File: src/rtl/fault_pkg.sv
// Shared types and helpers for the fault applier.
//   fa_state_t : injection FSM states
//   bit_mask() : one-hot mask for a bit index, MASK_MAX_W wide; callers
//                size-cast the result down to their own stream width.
package fault_pkg;

   typedef enum logic [1:0] {
      ST_IDLE     = 2'd0,  // injection disarmed, stream passes untouched
      ST_ARMED    = 2'd1,  // waiting for a fault request
      ST_PENDING  = 2'd2,  // fault latched, applies to the next accepted beat
      ST_COOLDOWN = 2'd3   // recently injected, new requests are dropped
   } fa_state_t;

   // Widest stream the mask helper supports.
   localparam int unsigned MASK_MAX_W = 256;

   function automatic logic [MASK_MAX_W-1:0] bit_mask(input int unsigned idx);
      bit_mask = MASK_MAX_W'(1) << idx;
   endfunction

endpackage

File: src/rtl/sat_counter.sv
// Saturating up-counter: counts cycles with inc=1, sticks at all-ones.
// Ports:
//   clk   : clock
//   rst   : asynchronous active-high reset, clears the count
//   inc   : increment request for this cycle
//   count : current count
module sat_counter #(
   parameter int unsigned CNT_W = 16
) (
   input  logic             clk,
   input  logic             rst,
   input  logic             inc,
   output logic [CNT_W-1:0] count
);

   logic [CNT_W-1:0] count_q;
   logic [CNT_W-1:0] count_d;

   always_comb begin
      count_d = count_q;
      if (inc && (count_q != {CNT_W{1'b1}})) begin
         count_d = count_q + CNT_W'(1);
      end
   end

   always_ff @(posedge clk or posedge rst) begin
      if (rst) begin
         count_q <= '0;
      end else begin
         count_q <= count_d;
      end
   end

   assign count = count_q;

endmodule

File: src/rtl/fault_applier.sv
// Inline fault applier: flips one bit of one beat of a valid/ready stream
// in response to a fault pulse + bit index, with a cooldown after each
// injection. One register stage, one cycle latency.
//
// Handshake: a beat transfers on a port in any cycle where valid and ready
// are both high; valid, once raised, holds with stable data until it
// transfers. Here in_ready = !out_valid || out_ready.
//
// Ports:
//   clk, rst           : clock, asynchronous active-high reset
//   enable             : 1 = injection armed, 0 = transparent pass-through
//   fault_i, index_i   : fault request pulse and its bit index
//   in_valid/in_ready/in_data    : upstream stream
//   out_valid/out_ready/out_data : downstream stream
//   out_flipped        : current output beat carries an injected fault
//   inj_count          : faults applied (saturating)
//   drop_count         : fault requests discarded (saturating)
//   state_o            : injection FSM state, for observation
module fault_applier
   import fault_pkg::*;
#(
   parameter int unsigned DATA_W   = 32,
   parameter int unsigned IDX_W    = 8,
   parameter int unsigned COOLDOWN = 4,
   parameter int unsigned CNT_W    = 16
) (
   input  logic              clk,
   input  logic              rst,
   input  logic              enable,
   input  logic              fault_i,
   input  logic [IDX_W-1:0]  index_i,
   input  logic              in_valid,
   output logic              in_ready,
   input  logic [DATA_W-1:0] in_data,
   output logic              out_valid,
   input  logic              out_ready,
   output logic [DATA_W-1:0] out_data,
   output logic              out_flipped,
   output logic [CNT_W-1:0]  inj_count,
   output logic [CNT_W-1:0]  drop_count,
   output fa_state_t         state_o
);

   localparam int unsigned CD_W = (COOLDOWN < 2) ? 1 : $clog2(COOLDOWN + 1);

   fa_state_t          state_q, state_d;
   logic [CD_W-1:0]    cnt_q, cnt_d;
   // Latched index, already reduced mod DATA_W.
   logic [IDX_W-1:0]   bit_q, bit_d;
   logic [DATA_W-1:0]  data_q;
   logic               valid_q;
   logic               flipped_q;

   logic               accept;
   logic               apply;
   logic               inj_inc;
   logic               drop_inc;
   logic [DATA_W-1:0]  mask;

   assign in_ready = !valid_q || out_ready;
   assign accept   = in_valid && in_ready;
   assign mask     = DATA_W'(bit_mask(32'(bit_q)));

   always_comb begin
      state_d  = state_q;
      cnt_d    = cnt_q;
      bit_d    = bit_q;
      apply    = 1'b0;
      inj_inc  = 1'b0;
      drop_inc = 1'b0;
      if (!enable) begin
         // Disarming wins over everything; a latched fault is thrown away.
         state_d = ST_IDLE;
         if (state_q == ST_PENDING) drop_inc = 1'b1;
      end else begin
         case (state_q)
            ST_IDLE: state_d = ST_ARMED;
            ST_ARMED: begin
               // A beat accepted this same cycle is not touched.
               if (fault_i) begin
                  bit_d   = index_i & IDX_W'(DATA_W - 1);
                  state_d = ST_PENDING;
               end
            end
            ST_PENDING: begin
               if (accept) begin
                  apply   = 1'b1;
                  inj_inc = 1'b1;
                  if (COOLDOWN == 0) begin
                     state_d = ST_ARMED;
                  end else begin
                     state_d = ST_COOLDOWN;
                     cnt_d   = CD_W'(COOLDOWN);
                  end
               end
               // Only one fault outstanding: the first one is kept.
               if (fault_i) drop_inc = 1'b1;
            end
            ST_COOLDOWN: begin
               if (fault_i) drop_inc = 1'b1;
               if (cnt_q <= CD_W'(1)) begin
                  state_d = ST_ARMED;
               end else begin
                  cnt_d = cnt_q - CD_W'(1);
               end
            end
            default: state_d = ST_IDLE;
         endcase
      end
   end

   always_ff @(posedge clk or posedge rst) begin
      if (rst) begin
         state_q   <= ST_IDLE;
         cnt_q     <= '0;
         bit_q     <= '0;
         data_q    <= '0;
         valid_q   <= 1'b0;
         flipped_q <= 1'b0;
      end else begin
         state_q <= state_d;
         cnt_q   <= cnt_d;
         bit_q   <= bit_d;
         if (accept) begin
            data_q    <= apply ? (in_data ^ mask) : in_data;
            flipped_q <= apply;
            valid_q   <= 1'b1;
         end else if (out_ready) begin
            valid_q   <= 1'b0;
            flipped_q <= 1'b0;
         end
      end
   end

   sat_counter #(.CNT_W(CNT_W)) u_inj_cnt (
      .clk   (clk),
      .rst   (rst),
      .inc   (inj_inc),
      .count (inj_count)
   );

   sat_counter #(.CNT_W(CNT_W)) u_drop_cnt (
      .clk   (clk),
      .rst   (rst),
      .inc   (drop_inc),
      .count (drop_count)
   );

   assign out_valid   = valid_q;
   assign out_data    = data_q;
   assign out_flipped = flipped_q;
   assign state_o     = state_q;

endmodule

File: config.mk
export PLATFORM = sky130hd
export DESIGN_NAME = fault_applier
export DESIGN_NICKNAME = d
export VERILOG_FILES = /design/src/rtl/fault_pkg.sv /design/src/rtl/sat_counter.sv /design/src/rtl/fault_applier.sv
export SDC_FILE = /design/constraint.sdc
export NUM_CORES = 1
export LEC_CHECK = 0
export ABC_AREA = 1
export CAP_MARGIN = 20
export CORE_MARGIN = 4
export CORE_UTILIZATION = 40
export DETAILED_ROUTE_END_ITERATION = 7
export GPL_TIMING_DRIVEN = 0
export HOLD_SLACK_MARGIN = 0.1
export PLACE_DENSITY_LB_ADDON = 0.1
export SKIP_LAST_GASP = 1
export SLEW_MARGIN = 10
export SYNTH_ARGS = -nofsm -noshare
export SYNTH_HDL_FRONTEND = slang
export SYNTH_SLANG_ARGS = --single-unit
export TNS_END_PERCENT = 20
File: constraint.sdc
create_clock -name clk -period 5.2 [get_ports clk]
set_input_delay 1.04 -clock clk [delete_from_list [all_inputs] [get_ports clk]]
set_output_delay 1.04 -clock clk [all_outputs]
set_load 0.01 [all_outputs]
**Yosys cells after proc, flatten, opt, wreduce, memory -nomap -nowiden**

Index checks and enable logic that the tools add are counted.
W data, S select, Z words.

- Memories kept: 0
- Logic and storage cells: 55
- Output and inout port bits: 69
- Bits in writable memories: 0
- ROM bits: 0
- Latch bits: 0
- Flip-flop bits (word level): 76

- Mux-type cells: 19
- Eq/ne operators: 10
- $add $sub $neg: 3
- Shift-type cells: 1
- Bitwise logic cells: 1
- Order comparisons: 1
- Div/mod/pow operators: 0
- Reduce and logical (&&, ||, !) cells: 12
- Multiply operators: 0

Operators with widths:

| operator | number |
|---|---|
| $add A16 B1 Y16 const B | 2 |
| $mux W32 | 1 |
| $ne A16 B16 Y1 const B | 2 |
| $shl A1 B5 Y32 const A | 1 |
| $xor A32 B32 Y32 | 1 |
| $mux W1 | 10 |
| $ne A3 B3 Y1 const B | 3 |
| $mux W2 | 4 |
| $pmux W2 S4 | 1 |
| $mux W3 | 2 |
| $pmux W3 S2 | 1 |
| $reduce_and A3 Y1 | 2 |
| $eq A2 B2 Y1 const B | 2 |
| $ne A2 B2 Y1 const B | 2 |
| $reduce_and A4 Y1 | 1 |
| $reduce_bool A2 Y1 | 2 |
| $le A3 B1 Y1 const B | 1 |
| $logic_and A1 B1 Y1 | 3 |
| $sub A3 B1 Y3 const B | 1 |
| $eq A2 B1 Y1 const B | 1 |
| $logic_not A2 Y1 | 1 |
| $reduce_or A2 Y1 | 1 |
| $logic_not A1 Y1 | 1 |
| $logic_or A1 B1 Y1 | 1 |

**Longest topological paths before layout**

- Word-level depth: 7
- Mapped depth: 10
- Gate-level depth less buffers: 9

**Cells and area by module**

Synthesis repeated with hierarchy kept, for this count alone.

- Cell total of the unflattened synthesis: 685
- Area, all modules: 4823.4 um2

By module, submodules not included:

| module | times used | cells each | area an instance (um2) | sequential area each (um2) |
|---|---|---|---|---|
| fault_applier | 1 | 385 | 2683.8 | 1101.1 |
| sat_counter | 2 | 150 | 1069.8 | 400.4 |

**Worst setup path before layout**

Ideal clock, no wire load.

- Path kind: input-to-output
- Start point: in out_ready
- End point: out in_ready
- Required time: 4160 ps
- Setup slack: 2991 ps
- Data arrival time: 1169 ps
- Path buffers: 0
- Stages on the path: 2
- Cells stage by stage: inv_2 -> nand2_2

- Cells in the longest elaborated chain, start to end: 1

RTL lines:

| what | RTL line | RTL |
|---|---|---|
| from (decl) | fault_applier.sv:36 | `input logic out_ready,` |
| $logic_or A1 B1 Y1 | fault_applier.sv:60 | `assign in_ready = !valid_q \|\| out_ready;` |
| to (decl) | fault_applier.sv:33 | `output logic in_ready,` |

No other way between the ends.

**Final worst setup path**

Same ends and word-level chain as after synthesis.

==> impl_metrics.csv <==
group,metric,value,unit
setup_path,cp_data_arrival_time,2200,ps
min_path,hold_depth,2,
cts,cts_sinks,76,
yosys,synth.most_common_cell,"nand2_1",
setup_path,rr_worst_depth,10,
yosys,syn_area_per_cell,7.04,um2
placed_design,place_congestion,0.925,
layout,layout-drive-gt1-share,7.06,%
yosys,async_flop_share,100,%
detailed_routing,ant_nets,0,
cts,cts.path.max_buffers,2,
detailed_routing,vias,4664,
setup_path,crit_slowest_cell,"clkdlybuf4s50_1",
status,outcome,"completed",
setup_path,cp_cell_sequence,"clkdlybuf4s50_1 > inv_2 > nand2_2 > clkdlybuf4s50_1",
yosys,netlist_instances,651,
sta,timing_hold_violations_final,0,
detailed_routing,drtIter0Drc,307,
placed_design,place_area,5900,um2
setup_path,r2r-start,"state_o[0]",
sta,fin_tns_setup,0,ps
yosys,ys_seq_elements,76,
min_path,hold_class,"reg2reg",
sta,tightest_slew,502,ps
power_and_ir_drop,power_density,341,nW/um2
layout,finalInstanceArea,6190,um2
flow_run,drv_cap,0,
grt,antenna_found_initial,0,
sta,fin_crit_sh,62.3,%
yosys,ys_top_cells_by_count,"nand2_1, nand3_1, dfrtp_1",
yosys,syn_nets,703,
grt,grt_usage,20.7,%
sta,rsz0062_at_grt,"false",
power_and_ir_drop,ir_worst_vdd,0.190,mV
min_path,hp-start,"out_data[19]",
die,die_height,115,um
die,io_pins,115,
setup_path,crit_fanout,4,
die,core-area,11000,um2
cts,clk_latency,340,ps
detailed_routing,wirelength,12900,um
die,dieArea,13200,um2
layout,syn2layout_area_growth,35.0,%
sta,max_freq,309,MHz
cts,post_cts_resized,0,
layout,antennaDiodeCount,0,
yosys,seq_area_frac_synth,41.5,%
detailed_routing,drc,0,
cts,cts_tree,"yes",
placed_design,dp_hpwl,9840,um
yosys,yosysTopAreaCell,"dfrtp_1",
cts,htreeDepth,3,
grt,first_global_vias,4491,
yosys,ys_types,32,
yosys,synth_ff_type,"dfrtp_1",
detailed_routing,first_pass_iters,5,
cts,hold_buffers,0,
cts,cts-root-buf,"clkbuf_16",
cts,numCtsBuffers,9,
cts,clkTransAtPathRegs,60,ps
die,num_rows,38,
setup_path,path_class,"in2out",
sta,finalCriticalPeriod,3240,ps
setup_path,ff2ff_setup_slack,3380,ps
power_and_ir_drop,p_leak,0.00290,uW
grt,grt_pass1_wl,22000,um
setup_path,timing.rr.end,"out_data[3]",
detailed_routing,vias_per_cell,5.08,
layout,final_nets,826,
setup_path,crit_path_start_kind,"primary input",
cts,cts_setup_buffers,0,
placed_design,portBuffers,111,
die,die_x,115,um
setup_path,cp.required,4160,ps
grt,grt-ovfl-total,0,
grt,grt_max_degree,53,
yosys,synth_top_area_share,41.5,%
min_path,hold_end,"out_data[19]",
yosys,synth_edf_count,0,
layout,fillers,1092,
sta,setup_violations,0,
yosys,netlist_area,4580,um2
sta,slew_headroom,66.5,%
yosys,yosys_warnings,0,
detailed_routing,routedWlPerCell,14.0,um
sta,finClkSkew,7.11,ps
setup_path,end_kind,"output pin",
yosys,synth_top_cells_by_area,"dfrtp_1, nand2_1, nand3_1",
setup_path,crit_top_cell,"clkdlybuf4s50_1",
setup_path,cp_slowest_stage_delay,550,ps
die,initial_core_util,41.6,%
sta,finalMaxSlewViolations,0,
[sequential cells by signal (all words and copies together) (netlist names)]
name	flops
bit_q	5
u_drop_cnt.count	16
cnt_q	3
u_inj_cnt.count	16
state_o	2
out_valid	1
out_flipped	1
out_data	32
[metrics by stage]
step	worst slack (ps)	cells	utilization, %	hold WS, ps	total power [uW]
after floorplan	2220	651	-	463	1200
final	1960	919	56.1	479	2110
after global placement	831	902	53.2	466	1500
after global routing	1930	919	56.1	496	2260
after detailed placement	1950	903	53.5	465	1520
after CTS	1950	919	56.1	481	2130
[per-layer routing]
metal / track usage, % / part of all wire (%) / wire length, um
met1: 27.9 / 46 / 5940
met2: 33.8 / 47 / 6010
met3: 4.26 / 6.1 / 784
met4: 5.95 / 1.4 / 180
met5: 0 / 0 / 0
[cells by family after synthesis]
logic type      after synthesis  share of synthesized area (%)
fa+ha+maj                     6                           1.64
compound gates               23                           3.11
xor+xnor                     17                           3.25
flops                        76                           41.5
simple gates                447                           42.5
buf+inv                      82                           8.02
[worst max-delay path, delay by kind of cell]
family                 cells  cell delay (ps)
buffers and inverters      3             1060
and+or+nand+nor            1              100
[where the power goes]
group          total (uW)  switching (uW)  leakage (uW)  internal (uW)
Clock                 597             259      0.000127            338
Combinational         709             404       0.00181            304
Sequential            804             106      0.000968            698
Total                2110             769       0.00290           1340
[worst max path at each step]
stage	cells past startpoint	startpoint	endpoint
after floorplan	1	rst	bit_q[0]
after global placement	2	rst	out_data[19]
after detailed placement	4	out_ready	in_ready
after CTS	4	out_ready	in_ready
after global routing	4	out_ready	in_ready
final	4	out_ready	in_ready
[area by class of cell]
cell class                 count  area [um2]  area share [%]
multi-input combinational    493        2310            37.4
timing repair buffer         112        1140            18.4
inverter                      62         235            3.80
buffer                        20         135            2.18
sequential                    76        1900            30.7
clock inverter                 6        47.5           0.768
tap                          140         175            2.83
clock buffer                  10         239            3.86
[layout by cell type, fill, tap and decap left out, types with 3 or more instances in the layout]
master | Yosys | final
nand3_1 | 120 | 120
xnor2_1 | 13 | 13
nand4_1 | 9 | 9
buf_2 | 9 | 9
o21ai_1 | 3 | 3
dfrtp_1 | 76 | 76
clkinvlp_4 | 0 | 4
nand2_2 | 3 | 3
inv_1 | 56 | 55
xor2_1 | 4 | 4
nor2_2 | 4 | 4
buf_6 | 6 | 6
clkbuf_1 | 3 | 3
o21ai_0 | 10 | 10
ha_1 | 6 | 6
a21oi_1 | 6 | 6
clkbuf_16 | 0 | 9
clkdlybuf4s50_1 | 0 | 111
inv_2 | 4 | 4
nor2_1 | 54 | 54
nand2_1 | 246 | 246
No activity file was read; power rests on OpenSTA's default activity.
